--- src/rtl/fadd_pipe.sv ---
// fadd_pipe: 3-stage IEEE-754-style add/sub, RNE, flush-to-zero.
// Stages: align -> add/lzc -> normalise/round/pack, valid/ready stall.
module fadd_pipe #(
  parameter int EW = 8,
  parameter int MW = 23,
  localparam int W = 1 + EW + MW
) (
  input  logic         clk,
  input  logic         rstn,
  input  logic         in_valid,
  output logic         in_ready,
  input  logic         sub,
  input  logic [W-1:0] x1,
  input  logic [W-1:0] x2,
  output logic         out_valid,
  input  logic         out_ready,
  output logic [W-1:0] y,
  output logic [2:0]   flags
);

  localparam int SW = MW + 4;
  localparam int LW = $clog2(SW + 1);
  localparam int XW = EW + 2;
  localparam int RW = MW + 2;
  localparam logic [EW-1:0] EONE = '1;
  localparam logic signed [XW-1:0] EMAX = XW'((1 << EW) - 1);

  typedef struct packed {
    logic          nan;
    logic          inf;
    logic          isgn;
    logic          sgn;
    logic          zsgn;
    logic          esub;
    logic [EW-1:0] exp;
    logic [SW-1:0] a;
    logic [SW-1:0] b;
  } st1_t;

  typedef struct packed {
    logic          nan;
    logic          inf;
    logic          isgn;
    logic          sgn;
    logic          zsgn;
    logic [EW-1:0] exp;
    logic [SW:0]   sum;
    logic [LW-1:0] lz;
  } st2_t;

  function automatic logic [LW-1:0] lzc(
    input logic [SW-1:0] v
  );
    lzc = LW'(SW);
    for (int i = 0; i < SW; i++)
      if (v[i]) lzc = LW'(SW - 1 - i);
  endfunction

  logic en;
  logic v1, v2;
  st1_t s1, s1_n;
  st2_t s2, s2_n;
  logic [W-1:0] y_n;
  logic [2:0] f_n;

  assign en = !out_valid || out_ready;
  assign in_ready = en;

  logic sa, sb, za, zb, ia, ib, na, nb, agb;
  logic [EW-1:0] ea, eb, ediff;
  logic [MW-1:0] ma, mb;
  logic [EW+MW-1:0] maga, magb;
  logic [MW:0] sga, sgb;
  logic [31:0] sh;
  logic [2*SW-1:0] wide;

  always_comb begin
    sa = x1[W-1];
    sb = x2[W-1] ^ sub;
    ea = x1[W-2:MW];
    eb = x2[W-2:MW];
    ma = x1[MW-1:0];
    mb = x2[MW-1:0];
    za = ea == '0;
    zb = eb == '0;
    ia = ea == EONE && ma == '0;
    ib = eb == EONE && mb == '0;
    na = ea == EONE && ma != '0;
    nb = eb == EONE && mb != '0;
    // denormals compare and add as exact zeros
    maga = za ? '0 : x1[W-2:0];
    magb = zb ? '0 : x2[W-2:0];
    sga = za ? '0 : {1'b1, ma};
    sgb = zb ? '0 : {1'b1, mb};
    agb = maga >= magb;
    ediff = agb ? ea - eb : eb - ea;
    sh = (32'(ediff) > 32'(SW)) ? 32'(SW) : 32'(ediff);
    wide = {(agb ? sgb : sga), 3'b000, {SW{1'b0}}} >> sh;
    s1_n = '0;
    s1_n.nan = na | nb | (ia & ib & (sa ^ sb));
    s1_n.inf = ia | ib;
    s1_n.isgn = ia ? sa : sb;
    s1_n.sgn = agb ? sa : sb;
    s1_n.zsgn = sa & sb;
    s1_n.esub = sa ^ sb;
    s1_n.exp = agb ? ea : eb;
    s1_n.a = {(agb ? sga : sgb), 3'b000};
    s1_n.b = {wide[2*SW-1:SW+1],
              wide[SW] | (|wide[SW-1:0])};
  end

  always_comb begin
    s2_n = '0;
    s2_n.nan = s1.nan;
    s2_n.inf = s1.inf;
    s2_n.isgn = s1.isgn;
    s2_n.sgn = s1.sgn;
    s2_n.zsgn = s1.zsgn;
    s2_n.exp = s1.exp;
    s2_n.sum = s1.esub ? {1'b0, s1.a} - {1'b0, s1.b}
                       : {1'b0, s1.a} + {1'b0, s1.b};
    s2_n.lz = lzc(s2_n.sum[SW-1:0]);
  end

  logic cy, g, rs, up;
  logic [SW-1:0] nrm;
  logic [MW:0] sig;
  logic [RW-1:0] mr;
  logic [MW-1:0] frac;
  logic signed [XW-1:0] ex;

  always_comb begin
    cy = s2.sum[SW];
    nrm = cy ? {s2.sum[SW:2], s2.sum[1] | s2.sum[0]}
             : s2.sum[SW-1:0] << s2.lz;
    sig = nrm[SW-1:3];
    g = nrm[2];
    rs = |nrm[1:0];
    up = g & (rs | sig[0]);
    mr = {1'b0, sig} + RW'(up);
    frac = mr[MW+1] ? mr[MW:1] : mr[MW-1:0];
    ex = cy ? XW'(s2.exp) + XW'(1)
            : XW'(s2.exp) - XW'(s2.lz);
    ex = ex + XW'(mr[MW+1]);
    y_n = {s2.sgn, ex[EW-1:0], frac};
    f_n = 3'b000;
    if (s2.nan) begin
      y_n = {1'b0, EONE, 1'b1, {(MW-1){1'b0}}};
      f_n = 3'b100;
    end else if (s2.inf) begin
      y_n = {s2.isgn, EONE, {MW{1'b0}}};
    end else if (s2.sum == '0) begin
      y_n = {s2.zsgn, {(W-1){1'b0}}};
    end else if (ex >= EMAX) begin
      y_n = {s2.sgn, EONE, {MW{1'b0}}};
      f_n = 3'b010;
    end else if (ex[XW-1] || ex == '0) begin
      y_n = {s2.sgn, {(W-1){1'b0}}};
      f_n = 3'b001;
    end
  end

  always_ff @(posedge clk or negedge rstn) begin
    if (!rstn) begin
      v1 <= 1'b0;
      v2 <= 1'b0;
      out_valid <= 1'b0;
      s1 <= '0;
      s2 <= '0;
      y <= '0;
      flags <= '0;
    end else if (en) begin
      v1 <= in_valid;
      v2 <= v1;
      out_valid <= v2;
      if (in_valid) s1 <= s1_n;
      if (v1) s2 <= s2_n;
      if (v2) begin
        y <= y_n;
        flags <= f_n;
      end
    end
  end

endmodule
--- config.mk ---
export PLATFORM = sky130hd
export DESIGN_NAME = fadd_pipe
export DESIGN_NICKNAME = d
export VERILOG_FILES = /design/src/rtl/fadd_pipe.sv
export SDC_FILE = /design/constraint.sdc
export NUM_CORES = 1
export LEC_CHECK = 0
export BUFFER_PORTS_ARGS = -buffer_cell sky130_fd_sc_hd__buf_2
export CAP_MARGIN = 20
export CORE_ASPECT_RATIO = 0.7
export CORE_MARGIN = 2
export CORE_UTILIZATION = 34
export DETAILED_ROUTE_END_ITERATION = 6
export PLACE_DENSITY = 0.63
export SKIP_LAST_GASP = 1
export SLEW_MARGIN = 15
export SYNTH_ARGS = -nofsm -noshare
export SYNTH_HDL_FRONTEND = slang
export SYNTH_SLANG_ARGS = --single-unit
export TNS_END_PERCENT = 1
--- constraint.sdc ---
create_clock -name clk -period 5.75 [get_ports clk]
set_input_delay 0 -clock clk [delete_from_list [all_inputs] [get_ports clk]]
set_output_delay 0 -clock clk [all_outputs]
set_load 0.05 [all_outputs]
==> out/qor.yml <==
outcome:
  status: "completed"
floorplanning:
  initial_utilization: 0.345
  die_h_microns: 183
  dieArea_sq_um: 47700
  top_level_ports: 106
  dieWidth_microns: 260
  placementRows: 65
  coreArea_sq_um: 45200
timing:
  skew_ps: 13.5
  finalSetupViolations: 0
  fin_crit_sh: 0.966
  rsz0062_at_grt: "true"
  drv_slew: 0
  hold_violations: 0
  worst_pin_slew_ps: 991
  setup_ws_ps: 195
  min_period_ps: 5560
  fmax_ghz: 0.180
  relSlewSlack: 0.334
clock_tree:
  cts_max_level: 4
  clkLatencyLatePin_ps: 450
  numCtsBuffers: 17
  clk_pin_slew_ps: 70
  cts_tree: "built"
  cts_root_buffer: "clkbuf_16"
  clock_sinks: 149
  clock_path_buffers: 2
detailed_routing:
  drt-wirelength-per-cell_microns: 21.3
  route.detailed.drc: 0
  first_iter_violations: 1910
  drt_first_pass_iters: 6
  dr_total_vias: 16300
  postRouteAntennaNets: 0
  routed_wl_microns: 58500
  routed_via_density: 5.96
setup_path:
  cp.required_ps: 6060
  worstReg2RegEnd: "y[8]$_DFFE_PN0P_"
  cp.arrival_ps: 5870
  crit_type: "input port to flip-flop"
  r2r_start: "s2[1]$_DFFE_PN0P_"
  worst_setup_path_end_kind: "flip-flop"
  reg2reg_slack_ps: 310
  reg2regPathDepth: 24
  start_kind: "input port"
  path_max_fanout: 29
logic_synthesis:
  seq_area_frac_synth: 0.239
  syn_avg_cell_area_sq_um: 7.69
  async_flop_share: 1.00
  synth_warnings: 0
  ys_ff_latch: 149
  syn_area_sq_um: 15600
  dominantRegCellSynth: "dfrtp_1"
  synthesis.nets: 2208
  syn_inst: 2031
  synth_edf_count: 0
  synth_cell_types: 99
power:
  vdd_drop_max_uv: 283
  swShare: 0.512
  leakagePower_nw: 7.89
  switchingPower_mw: 4.30
  intPower_mw: 4.10
  p_per_area_nw_per_um2: 469
  pwr-share-comb: 0.644
  p_seq_frac: 0.218
  clock_power_share: 0.137
final_layout:
  antennaDiodeCount: 0
  finalInstanceArea_sq_um: 17900
  drive_above_1_share: 0.151
  fin_nets: 2303
  final_common_cell: "nand2_1"
  mostFrequentLayoutCells: "nand2_1, nor2_1, o21ai_0, dfrtp_1, a21oi_1"
  syn2layout_area_growth_pct: 14.6
  nFillCells: 4668
global_route:
  grt_pass1_wl_microns: 90200
  overflow: 0
  antenna_found_initial: 0
  grt_max_degree: 81
  grtUsageTotal: 0.243
  grt_pass1_vias: 15400
place:
  dpl.hpwl_microns: 46600
  post_dp_cell_area_sq_um: 17100
  gp_congestion: 0.988
  pre_cts_slack_ps: -10.5
  port_buffers: 105
hold_path:
  hold_class: "input port to async pin"
job:
  drv_cap: 0
[worst max-delay path by stage]
stage	cells after the start	slack (ps)	endpoint	start
after floorplan	29	330	y[11]$_DFFE_PN0P_	s2[0]$_DFFE_PN0P_
after global placement	22	30	s1[0]$_DFFE_PN0P_	x1[27]
after detailed placement	20	-10	s1[0]$_DFFE_PN0P_	x2[24]
after CTS	23	20	s1[0]$_DFFE_PN0P_	x1[25]
after global routing	26	-90	y[10]$_DFFE_PN0P_	s2[0]$_DFFE_PN0P_
final	23	190	s1[0]$_DFFE_PN0P_	x1[25]
[state kept, by name, indices dropped and copies added (netlist names)]
register / flops
s1: 65
v1: 1
flags: 3
y: 32
cy: 1
v2: 1
s2: 45
out_valid: 1
[logic make-up after synthesis]
kind of cell,count (synthesis),synth area share
muxes,97,0.0836
AOI/OAI and AO/OA,622,0.269
DFF,149,0.239
and+or+nand+nor,753,0.225
buffers and inverters,247,0.0641
xor gates and xnor gates,55,0.0309
adders and majority gates,108,0.0885
[power groups by stage]
stage	Sequential, mW	Combinational, mW	Clock (mW)
3_5_place_dp	1.83	5.21	0
4_1_cts	1.82	5.24	1.16
3_3_place_gp	1.83	5.17	0
2_1_floorplan	1.94	3.53	0
6_report	1.83	5.41	1.15
5_1_grt	1.88	5.88	1.20
[worst max-delay path: stages]
cell	delay, ps
dlygate4sd3_1	540
buf_2	160
nor4_1	180
nand2_1	130
buf_12	180
nand2_1	130
inv_1	90
ha_1	330
a21oi_1	170
o221ai_1	130
a221o_2	480
a2111o_2	580
a211o_1	330
and2_1	240
buf_4	190
a211oi_4	440
o32ai_1	200
a211oi_1	480
o22ai_1	210
nor3_1	170
a21oi_1	60
o32ai_1	290
a31oi_1	120
[cell usage after synthesis, types with 13 or more instances]
cell,instances,share of area
and2_1,22,0.0088
o22ai_1,34,0.014
o31ai_1,25,0.012
mux4_2,25,0.036
nand2_1,297,0.071
a22oi_1,13,0.0063
nor2_1,163,0.039
a31oi_1,16,0.0064
ha_1,104,0.083
a21oi_1,126,0.040
a21o_1,20,0.0096
nand3_1,55,0.018
nand2b_1,20,0.0080
mux2i_1,55,0.035
nand4_1,31,0.012
inv_1,107,0.026
dfrtp_1,149,0.24
a22o_1,15,0.0084
and3_1,13,0.0052
buf_2,29,0.0093
o2111ai_1,20,0.011
a211oi_1,28,0.013
xnor2_1,34,0.019
clkbuf_1,92,0.022
o21a_1,17,0.0082
o211ai_1,18,0.0087
nor2b_1,24,0.0096
xor2_1,21,0.012
nor3_1,52,0.017
mux2_2,16,0.012
o21ai_0,151,0.048
nor4_1,31,0.012
[area by class of cell]
type | instances | area (sq um) | area share
Inverter | 113 | 424 | 0.0237
Multi-Input combinational cell | 1635 | 11000 | 0.614
Clock inverter | 11 | 125 | 0.00699
Clock buffer | 21 | 460 | 0.0257
Timing Repair Buffer | 210 | 1410 | 0.0788
Tap cell | 603 | 754 | 0.0422
Sequential cell | 149 | 3730 | 0.209
[per-stage QoR]
stage          hold WS (ps)  power [mW]  TNS, ps   util  std cells
3_3_place_gp          -81.5        6.99        0  0.379       2700
5_1_grt                41.4        8.96    -1160  0.396       2742
2_1_floorplan          -296        5.47        0      -       2031
6_report               14.4        8.40        0  0.396       2742
3_5_place_dp          -79.8        7.04    -10.5  0.379       2700
4_1_cts                15.8        8.22        0  0.393       2740
[layer usage]
metal | up-vias | global-route usage | share of wire | routed length, microns
met3 | 52 | 0.0732 | 0.10 | 6070
met4 | 0 | 0.0418 | 0.013 | 737
li1 | 7646 | - | - | -
met2 | 675 | 0.334 | 0.40 | 23100
met5 | - | 0 | 0 | 0
met1 | 7971 | 0.372 | 0.49 | 28500
[timing repair]
| item | in CTS | in global routing |
|---|---|---|
| gates resized for setup | 0 | 22 |
| buffers inserted | 0 | 1 |
| setup endpoints to repair | 0 | 34 |
| endpoints found under the hold margin | 43 | 0 |
| hold buffers | 8 | 0 |
(Power assumes the default switching activity.)
